<file path="src/rtl/rx_word_ctrl.sv">
// Byte-to-word assembler: pops bytes from a FWFT byte FIFO and presents WORD_BYTES-wide words.
// Optional inter-byte timeout is compiled in with `define RX_WORD_TIMEOUT_EN.
module rx_word_ctrl #(
  parameter int CLK_FREQ       = 12_000_000,
  parameter int WORD_BYTES     = 4,
  parameter int TIMEOUT_CYCLES = 50_000
) (
  input  logic                    clk,
  input  logic                    rst,
  input  logic                    rx_empty,
  input  logic [7:0]              rx_data,
  input  logic                    rx_error,
  output logic                    rx_pop,
  output logic [8*WORD_BYTES-1:0] word_data,
  output logic                    word_valid,
  input  logic                    word_ready,
  output logic                    err_sticky,
  input  logic                    err_clear
);

  localparam int CNT_W = $clog2(WORD_BYTES + 1);
  localparam logic [CNT_W-1:0] CNT_FULL = CNT_W'(WORD_BYTES);

  localparam logic [1:0] S_FETCH  = 2'd0;
  localparam logic [1:0] S_SETTLE = 2'd1;
  localparam logic [1:0] S_OUTPUT = 2'd2;

  if (WORD_BYTES < 1 || WORD_BYTES > 8 || TIMEOUT_CYCLES < 2 || CLK_FREQ < 1) begin : g_bad_param
    $error("rx_word_ctrl: illegal parameter value");
  end

  logic [1:0]              state_q, state_d;
  logic [CNT_W-1:0]        byte_cnt_q, byte_cnt_d;
  logic [8*WORD_BYTES-1:0] word_q, word_d;
  logic                    err_q, err_d;
  logic                    fetch_pop;

`ifdef RX_WORD_TIMEOUT_EN
  localparam int TO_W = $clog2(TIMEOUT_CYCLES + 1);
  localparam logic [TO_W-1:0] TO_LAST = TO_W'(TIMEOUT_CYCLES - 1);
  logic [TO_W-1:0] to_cnt_q, to_cnt_d;
`endif

  always_comb begin
    state_d    = state_q;
    byte_cnt_d = byte_cnt_q;
    word_d     = word_q;
    err_d      = rx_error | (err_q & ~err_clear);
    fetch_pop  = 1'b0;
    case (state_q)
      S_FETCH: begin
        if (!rx_empty) begin
          fetch_pop = 1'b1;
          for (int i = 0; i < WORD_BYTES; i++) begin
            if (byte_cnt_q == CNT_W'(i)) word_d[8*i +: 8] = rx_data;
          end
          byte_cnt_d = byte_cnt_q + CNT_W'(1);
          state_d    = S_SETTLE;
        end
      end
      S_SETTLE: state_d = (byte_cnt_q == CNT_FULL) ? S_OUTPUT : S_FETCH;
      S_OUTPUT: begin
        if (word_ready) begin
          byte_cnt_d = '0;
          state_d    = S_FETCH;
        end
      end
      default: state_d = S_FETCH;
    endcase

`ifdef RX_WORD_TIMEOUT_EN
    to_cnt_d = to_cnt_q;
    if (fetch_pop) begin
      to_cnt_d = '0;
    end else if (state_q == S_FETCH && rx_empty &&
                 byte_cnt_q != '0 && byte_cnt_q < CNT_FULL) begin
      // Idle limit reached: drop the partial word and flag it
      if (to_cnt_q == TO_LAST) begin
        to_cnt_d   = '0;
        byte_cnt_d = '0;
        err_d      = 1'b1;
      end else begin
        to_cnt_d = to_cnt_q + TO_W'(1);
      end
    end
`endif
  end

  always_ff @(posedge clk or posedge rst) begin
    if (rst) begin
      state_q    <= S_FETCH;
      byte_cnt_q <= '0;
      word_q     <= '0;
      err_q      <= 1'b0;
    end else begin
      state_q    <= state_d;
      byte_cnt_q <= byte_cnt_d;
      word_q     <= word_d;
      err_q      <= err_d;
    end
  end

`ifdef RX_WORD_TIMEOUT_EN
  always_ff @(posedge clk or posedge rst) begin
    if (rst) to_cnt_q <= '0;
    else     to_cnt_q <= to_cnt_d;
  end
`endif

  // Pop is combinational so the FIFO front byte is consumed in the cycle it is stored
  assign rx_pop     = fetch_pop & ~rst;
  assign word_data  = word_q;
  assign word_valid = (state_q == S_OUTPUT);
  assign err_sticky = err_q;

endmodule

</file>
<file path="config.mk">
export PLATFORM = sky130hd
export DESIGN_NAME = rx_word_ctrl
export DESIGN_NICKNAME = d
export VERILOG_FILES = /design/src/rtl/rx_word_ctrl.sv
export SDC_FILE = /design/constraint.sdc
export NUM_CORES = 1
export LEC_CHECK = 0
export CAP_MARGIN = 10
export CORE_MARGIN = 2
export CORE_UTILIZATION = 48
export CTS_BUF_LIST = sky130_fd_sc_hd__clkbuf_8
export CTS_CLUSTER_DIAMETER = 100
export DETAILED_ROUTE_END_ITERATION = 7
export PLACE_DENSITY = 0.82
export SKIP_CTS_REPAIR_TIMING = 1
export SLEW_MARGIN = 30
export SYNTH_ARGS = -nofsm -noshare
export SYNTH_HDL_FRONTEND = slang
export SYNTH_SLANG_ARGS = --single-unit
</file>
<file path="constraint.sdc">
create_clock -name clk -period 2 [get_ports clk]
set_input_delay 0.4 -clock clk [delete_from_list [all_inputs] [get_ports clk]]
set_output_delay 0.4 -clock clk [all_outputs]
set_load 0.02 [all_outputs]
</file>
==> metrics.csv, run 1 <==
stage,metric,value,unit
sta,finalMaxSlewViolations,0,
floorplanning,dieArea,0.00376,mm²
sta,min_period_over_period,0.933,
cts,worstSkewPairLatency,0.29,ns
synth,synth_cell_types,20,
finish,syn2layout_area_growth,41.9,%
placement,gp_congestion,0.768,
pwr,vdd_drop_max,0.962,mV
synth,syn_nets,117,
sta,rsz0062_at_grt,false,
floorplanning,fp.dieW,61.3,µm
synth,synth.avg_cell_area,16.1,µm²
detailed_routing,wl,3120,µm
synth,synth_top_area_share,0.603,
detailed_routing,ant_nets,0,
detailed_routing,drt_iter0_markers,24,
synth,synth_commonest_cells,"38 x dfrtp_1, 24 x mux2_2, 8 x mux2_4, 6 x inv_1, 5 x ha_1",
detailed_routing,vias,1003,
cts,cts_inserted_buffers,5,
detailed_routing,post-route-drc-count,0,
synth,synth_edf_count,0,
worst_setup_path,reg2reg_slack,0.38,ns
cts,cts_sinks,38,
finish,finish.utilization,0.727,
finish,fin_cells,203,
finish,drive_gt1_frac,0.333,
finish,num_antenna_cells,0,
global_routing,antenna_found_initial,0,
global_routing,grt_pass1_wl,4910,µm
cts,cts_tree,yes,
floorplanning,core-area,0.00308,mm²
synth,synth.area.top_cells,"dfrtp_1 60%, mux2_2 17%, mux2_4 7.6%",
global_routing,grt_usage,0.190,
synth,ys_warn_count,0,
synth,synth_seq_cells,38,
sta,timing.fmax,536,MHz
worst_setup_path,arrival,1.47,ns
worst_setup_path,path_max_fanout,2,
floorplanning,io_pins,49,
detailed_routing,via_per_inst,4.94,
pwr,powerDensity,1640,mW/mm²
cts,cts_root_buffer,clkbuf_8,
worst_hold_path,hold_path_class,register to register,
placement,hpwl,2210,µm
sta,finalSetupViolCount,0,
synth,yosysMostFrequentCell,dfrtp_1,
global_routing,grt_pass1_vias,1022,
synth,async_flop_share,1.00,
synth,ys.flop_type,dfrtp_1,
floorplanning,initial_core_util,0.512,
floorplanning,placementRows,20,
global_routing,grt_max_degree,39,
detailed_routing,dr.pass1.iters,4,
sta,tightest_slew,0.459,ns
worst_setup_path,start_kind,primary input,
run,drv_cap,0,
sta,timing.final.hold_violations,0,
cts,cts-htree-levels,2,
placement,numPortBuffers,48,
placement,place_inst,195,
detailed_routing,post_drt_wl_per_cell,15.3,µm
finish,nets,177,
sta,finalClockSkew,0.00285,ns
synth,yosysSeqAreaShare,0.603,
worst_setup_path,path_class,primary input to output port,
global_routing,globalRoute.totalOverflow,0,
synth,yosysTopAreaCell,dfrtp_1,
cts,clk_pin_slew,0.07,ns
cts,cts_buffer_depth,2,
pwr,p_leak,1.03,nW
sta,slew_headroom,0.694,
synth,syn_area,0.00158,mm²
worst_setup_path,cp-end-kind,output port,
floorplanning,fp.dieH,61.3,µm
worst_setup_path,cp.required,1.60,ns
sta,fin_crit,1.87,ns
synth,syn_inst,98,
status,status,"complete, no violations",
-- layer usage --
metal  global-route usage  share of wire
met1                0.224           0.43
met2                0.313           0.49
met3               0.0714          0.069
met4               0.0776         0.0096
met5                    0              0
-- flip-flops by register name (all words and copies together), names as in the netlist --
| name | count |
|---|---|
| state_q | 2 |
| err_sticky | 1 |
| word_data | 32 |
| byte_cnt_q | 3 |
-- power by group --
group          leakage, nW  total, mW  internal (mW)  switching (mW)
clock network       0.0472      0.551          0.277           0.274
logic                0.525       1.78          0.987           0.789
registers            0.459       1.34           1.13           0.213
total                 1.03       3.67           2.39            1.28
-- kinds of logic after synthesis --
group | share of synthesized area
adders and majority gates | 0.0397
DFF | 0.603
buffers and inverters | 0.0302
muxes | 0.255
and+or+nand+nor | 0.0500
AOI/OAI and AO/OA | 0.0222
-- layout by cell type, fill, tap and decap left out --
cell,instances
a22o_1,1
and2_4,1
mux2_2,24
nor2_1,1
clkdlybuf4s50_1,46
ha_1,5
mux2_1,1
o2bb2ai_1,1
nand4b_1,1
nand2_2,3
nor4_4,1
clkinvlp_4,1
o21ai_0,1
buf_4,6
inv_1,6
nand2b_1,1
a21oi_1,1
clkinv_2,2
dlymetal6s2s_1,2
a21o_1,1
mux2_4,8
or3_4,1
clkbuf_8,6
dfrtp_1,38
-- cell type report --
class	count	area [µm²]
Clock buffer	6	82.6
Timing Repair Buffer	54	531
Fill cell	210	841
Multi-Input combinational cell	52	578
Clock inverter	2	12.5
Inverter	7	27.5
Tap cell	44	55.1
Sequential cell	38	951
-- final timing paths --
path | start | endpoint | depth (start not counted)
setup / recovery | rx_empty | rx_pop | 4
hold / removal | err_sticky | err_sticky | 1
setup reg to reg | state_q[0] | word_data[24] | 5
hold reg to reg | err_sticky | err_sticky | 1
max in group asynchronous | rst | word_data[5] | 3
min in group asynchronous | rst | state_q[0] | 3
-- critical path, stage by stage --
cell             delay [ns]
clkdlybuf4s50_1        0.42
or3_4                  0.33
nor2_1                 0.08
dlymetal6s2s_1         0.23
-- stage by stage --
step                      power [mW]  instance area, µm²  setup slack [ns]  hold slack (ns)  TNS (ns)
after CTS                       3.72                2230            -0.262            0.492    -0.314
after global placement          3.09                2140            -0.237            0.457    -0.272
final                           3.67                2240             0.134            0.486         0
after floorplan                 2.30                1580             0.449            0.492         0
after global routing            3.89                2240            0.0817            0.520         0
after detailed placement        3.15                2140            -0.254            0.475    -0.427
No activity file was read; power rests on OpenSTA's default activity.
==> run 2, diff against run 1 <==
CORE_UTILIZATION = 51   (was 48)
PLACE_DENSITY = not set   (was 0.82)
PLACE_DENSITY_LB_ADDON = 0.15   (was not set)
SETUP_SLACK_MARGIN = 0.5   (was not set)
clock period = 2.4 ns   (was 2 ns; I/O delays follow)
==> metrics.csv, run 2 (same netlist as run 1, synthesis figures left out) <==
stage,metric,value,unit,change
worst_setup_path,path_class,register to output port,,
finish,finish.utilization,0.739,,+0.0123
placement,gp_congestion,0.727,,-5.3%
cts,cts_buffer_depth,2,,unchanged
worst_setup_path,arrival,1.40,ns,-0.07 ns
sta,min_period_over_period,0.781,,
detailed_routing,wl,3070,µm,-1.6%
pwr,p_leak,1.03,nW,-0.28%
sta,fin_crit,1.88,ns,
finish,largest_register_ffs,32,,unchanged
sta,rsz0062_at_grt,true,,
worst_setup_path,path_cells,"or3_4, nor2_1, clkbuf_2",,
worst_setup_path,start_kind,register,,
worst_setup_path,cp-end-kind,output port,,
detailed_routing,dr.pass1.iters,3,,-1
sta,finalClockSkew,0.00358,ns,+0.000723 ns
worst_setup_path,path_delay_family,simple AND/OR/NAND/NOR gates,,
floorplanning,fp.dieW,59.6,µm,-2.8%
sta,finalSetupViolCount,0,,unchanged
worst_setup_path,path_max_fanout,4,,+2
run,drv_cap,0,,unchanged
sta,slew_headroom,0.704,,+0.0103
global_routing,grt_max_degree,30,,-23%
worst_setup_path,reg2reg_slack,0.67,ns,+0.29 ns
sta,setup_tns,0,ns,unchanged
finish,final_common_cell,clkdlybuf4s50_1,,
sta,tightest_slew,0.443,ns,-0.0160 ns
floorplanning,dieArea,0.00355,mm²,-5.5%
cts,cts_inserted_buffers,5,,unchanged
finish,num_antenna_cells,0,,unchanged
cts,worstSkewPairLatency,0.28,ns,about the same
worst_setup_path,reg2reg_to,word_data[28],,
finish,drive_gt1_frac,0.314,,-0.0192
placement,hpwl,2240,µm,+1.2%
worst_hold_path,hp-start,err_sticky,,
worst_setup_path,crit_buf_inv,1,,-1
detailed_routing,ant_nets,0,,unchanged
pwr,powerDensity,1400,mW/mm²,-15%
detailed_routing,via_per_inst,5.23,,+5.8%
pwr,vdd_drop_max,0.611,mV,-36%
sta,finalMaxSlewViolations,0,,unchanged
worst_setup_path,cp_slowest_cell,dfrtp_1,,
global_routing,globalRoute.totalOverflow,0,,unchanged
detailed_routing,drt_iter0_markers,20,,-17%
global_routing,grt_usage,0.199,,+0.00919
sta,timing.final.hold_violations,0,,unchanged
cts,cts_root_buffer,clkbuf_8,,
worst_hold_path,hold_path_class,register to register,,
status,status,"complete, no violations",,
worst_setup_path,r2r-start,state_q[0],,
cts,cts_tree,yes,,
global_routing,grt_pass1_vias,1067,,+4.4%
detailed_routing,post_drt_wl_per_cell,16.2,µm,+5.7%
worst_setup_path,cp.required,1.92,ns,+0.32 ns
cts,clk_pin_slew,0.07,ns,about the same
worst_setup_path,reg2regPathDepth,5,,unchanged
floorplanning,initial_core_util,0.525,,+0.0128
floorplanning,fp.dieH,59.6,µm,-2.8%
floorplanning,core-area,0.00300,mm²,-2.4%
global_routing,grt_pass1_wl,5010,µm,+2.0%
finish,syn2layout_area_growth,40.8,%,
cts,cts_sinks,38,,unchanged
floorplanning,io_pins,49,,unchanged
worst_hold_path,holdPathEnd,err_sticky,,
finish,final_cell_mix,"45 x clkdlybuf4s50_1, 38 x dfrtp_1, 24 x mux2_2",,
global_routing,antenna_found_initial,0,,unchanged
sta,timing.fmax,533,MHz,
worst_setup_path,max_stage_delay,0.43,ns,about the same
finish,nets,174,,-1.7%
floorplanning,placementRows,20,,unchanged
placement,numPortBuffers,48,,unchanged
worst_hold_path,min_path_cells,1,,unchanged
detailed_routing,post-route-drc-count,0,,unchanged
detailed_routing,vias,988,,-1.5%
cts,cts-htree-levels,2,,unchanged
## run 2: worst max-delay path by stage
| stage | from | end | slack, ns | depth (start not counted) |
|---|---|---|---|---|
| 4_1_cts | rx_empty | rx_pop | -0.05 | 4 |
| 2_1_floorplan | rx_empty | rx_pop | 0.81 | 2 |
| 5_1_grt | state_q[0] | rx_pop | 0.46 | 3 |
| 3_5_place_dp | rx_empty | rx_pop | -0.04 | 4 |
| 3_3_place_gp | rx_empty | rx_pop | -0.002 | 4 |
| 6_report | state_q[0] | rx_pop | 0.52 | 3 |
## run 2: area by class of cell
cell class | instances | area [µm²]
Sequential cell | 38 | 951
Tap cell | 33 | 41.3
Clock inverter | 3 | 37.5
Timing Repair Buffer | 51 | 515
Fill cell | 213 | 783
Clock buffer | 5 | 68.8
Inverter | 7 | 27.5
Multi-Input combinational cell | 52 | 578
## run 2: worst reg2reg max path, cell delays in order (launching register included)
cell	delay [ns]
dfrtp_1	0.43
or3_4	0.40
buf_4	0.15
clkinv_2	0.07
and2_4	0.25
mux2_4	0.32
## run 2: stage by stage
stage	power (mW)	std cells	area (µm²)	worst slack [ns]	hold slack, ns
after detailed placement	2.62	181	2110	-0.0369	0.478
after global placement	2.56	181	2110	-0.00160	0.460
final	3.10	189	2220	0.525	0.489
after CTS	3.14	189	2220	-0.0495	0.498
after floorplan	1.92	98	1580	0.809	0.516
after global routing	3.27	189	2220	0.457	0.524
## run 2: layer usage
layer,up-vias,global-route usage,wire (µm)
li1,450,-,-
met1,502,0.221,1220
met2,31,0.352,1650
met3,5,0.0655,144
met4,0,0.0762,48
met5,-,0,0
## run 2: power by group
group | internal [mW] | total (mW) | switching, mW
Clock | 0.302 | 0.507 | 0.205
Sequential | 0.942 | 1.13 | 0.185
Combinational | 0.815 | 1.46 | 0.649
Total | 2.06 | 3.10 | 1.04
==> RTL edit, RTL diff (settings of run 1) <==
Put one more register stage on the output `err_sticky`, cleared by the reset. The value now appears one clock later. The other outputs are not delayed to match.
--- a/src/rtl/rx_word_ctrl.sv
+++ b/src/rtl/rx_word_ctrl.sv
@@ -111,7 +111,13 @@
   assign rx_pop     = fetch_pop & ~rst;
   assign word_data  = word_q;
   assign word_valid = (state_q == S_OUTPUT);
-  assign err_sticky = err_q;
+  always_ff @(posedge clk or posedge rst) begin
+    if (rst) begin
+      err_sticky <= '0;
+    end else begin
+      err_sticky <= err_q;
+    end
+  end
 
 endmodule
 
Check against the original RTL: not equivalent (Yosys sat finds a counterexample within 4 cycles, from zero or initial values and one cycle with rst high).
==> RTL edit against run 1 <==
Routed wire length rose by 5.6%. Clock power increased by 17%. Sequential cell count up 1. First-iteration DRC count is the same. Non-clock buffer count unchanged. Synthesized area grew 1.6%. Total power up 4.0%. Setup slack worse by 3.3 ps. Final cell count increased by 0.49%. Final area increased by 1.9%. Largest cell class unchanged. Largest power group unchanged.
==> RTL edit: results (changes against run 1) <==
The flow ran to the end, and the final reports show no timing, DRC or antenna violations. The overall track demand over capacity in global routing is 0.194 (+0.00449). The number of buffers inserted by port buffering came out at 48 (unchanged). The maximum clock path buffer count is 2 (unchanged). The post-detailed-placement cell area was 2160 um^2 (+1.2%).

The relative slew slack came out at 0.680 (-0.0138). Sorting the synthesized cells by how often they occur yields 39 x sky130_fd_sc_hd__dfrtp_1, 24 x sky130_fd_sc_hd__mux2_2, 8 x sky130_fd_sc_hd__mux2_4. The synthesized net count came out at 118 (+0.85%). The length of routed wiring on met1 is 1390 um (+3.1%).

The ratio of cells with drive above 1 in the final layout is 0.331 (-0.00208). The internal power is 2.51 mW (+5.0%). The detailed-routed wire length on met3 is 184 um (-14%).

The pin count of the biggest net entering global routing came out at 40 (+2.6%). The maximum vdd drop is 0.00116 V (+21%). The total leakage power is 1.05 nW (+2.1%). The number of vias per cell after detailed routing came to 4.93 (-0.19%). The worst clock skew came out at 8.73 ps (+5.88 ps).

The count of distinct cell types in the synthesized netlist is 20 (unchanged). The share of the clock period used by the worst path after layout is 0.935 (+0.00165). The met2 wire length was 1650 um (+8.1%). The net total in the final layout is 178 (+0.56%). The share of the synthesized area in compound gates (AO/OA/AOI/OAI) came out at 0.0219 (-0.000347).

The wire length of the first global-routing pass came out at 5130 um (+4.5%). The post-placement worst setup slack was -263 ps (-8.50 ps). The flip-flop count of the largest register after layout came out at 32 (unchanged). The post-synthesis share of cell area spent on full adders, half adders and majority gates is 0.0391 (-0.000620). The multiplexer share of the synthesized area came out at 0.251 (-0.00398). The routed wire length is 3290 um (+5.6%).

The routability congestion estimate from global placement is 0.796 (+3.6%). The via count of the first global-routing pass came out at 1,063 (+4.0%). The sequential element share of the synthesized area is 0.609 (+0.00620). The total half-perimeter wirelength after legalization and detailed placement was 2320 um (+5.0%). Yosys attributes the largest share of cell area to sky130_fd_sc_hd__dfrtp_1 61%, sky130_fd_sc_hd__mux2_2 17%, sky130_fd_sc_hd__mux2_4 7.5%.
## RTL edit: final timing paths
check,depth (start not counted),endpoint,start
setup / recovery,4,rx_pop,rx_empty
hold / removal,0,err_sticky$_DFF_PP0_,err_q$_DFF_PP0_
setup reg to reg,4,word_data[22]$_DFFE_PP0P_,state_q[0]$_DFFE_PP0P_
hold reg to reg,0,err_sticky$_DFF_PP0_,err_q$_DFF_PP0_
max in group asynchronous,3,word_data[20]$_DFFE_PP0P_,rst
min in group asynchronous,3,word_data[27]$_DFFE_PP0P_,rst
## RTL edit: worst max-delay path: stages
cell	delay, ps
sky130_fd_sc_hd__clkdlybuf4s50_1	410
sky130_fd_sc_hd__or3_4	330
sky130_fd_sc_hd__nor2_1	90
sky130_fd_sc_hd__dlymetal6s2s_1	230
## RTL edit: stage by stage
step / hold WS (ps) / TNS (ps) / std cells
after floorplan: 354 / 0 / 99
after global placement: 357 / -249 / 196
after detailed placement: 364 / -451 / 196
after CTS: 382 / -307 / 204
after global routing: 395 / 0 / 204
final: 383 / 0 / 204
## RTL edit: logic make-up after synthesis
| kind of cell | after synthesis |
|---|---|
| flops | 39 |
| simple gates | 9 |
| compound gates | 5 |
| fa+ha+maj | 5 |
| mux | 33 |
| buf+inv | 8 |
## RTL edit: final cells by class
class | instances | area [um^2]
flip-flops and latches | 39 | 976
fillers | 231 | 823
multi-input cells | 52 | 578
repair buffers | 54 | 531
clock buffers | 5 | 68.8
well taps | 44 | 55.1
clock inverters | 3 | 43.8
inverters | 7 | 27.5
## RTL edit: layer usage
| metal | GRT usage | up-vias |
|---|---|---|
| met5 | 0 | - |
| met4 | 0.0851 | 0 |
| met3 | 0.0538 | 8 |
| met2 | 0.316 | 39 |
| met1 | 0.245 | 497 |
| li1 | - | 462 |
## RTL edit: power by group through the flow
stage          registers (mW)  clock network (mW)  logic, mW
3_3_place_gp             1.36                   0       1.75
2_1_floorplan            1.76                   0      0.567
3_5_place_dp             1.38                   0       1.81
6_report                 1.38               0.643       1.80
4_1_cts                  1.38               0.651       1.82
5_1_grt                  1.42               0.686       1.92
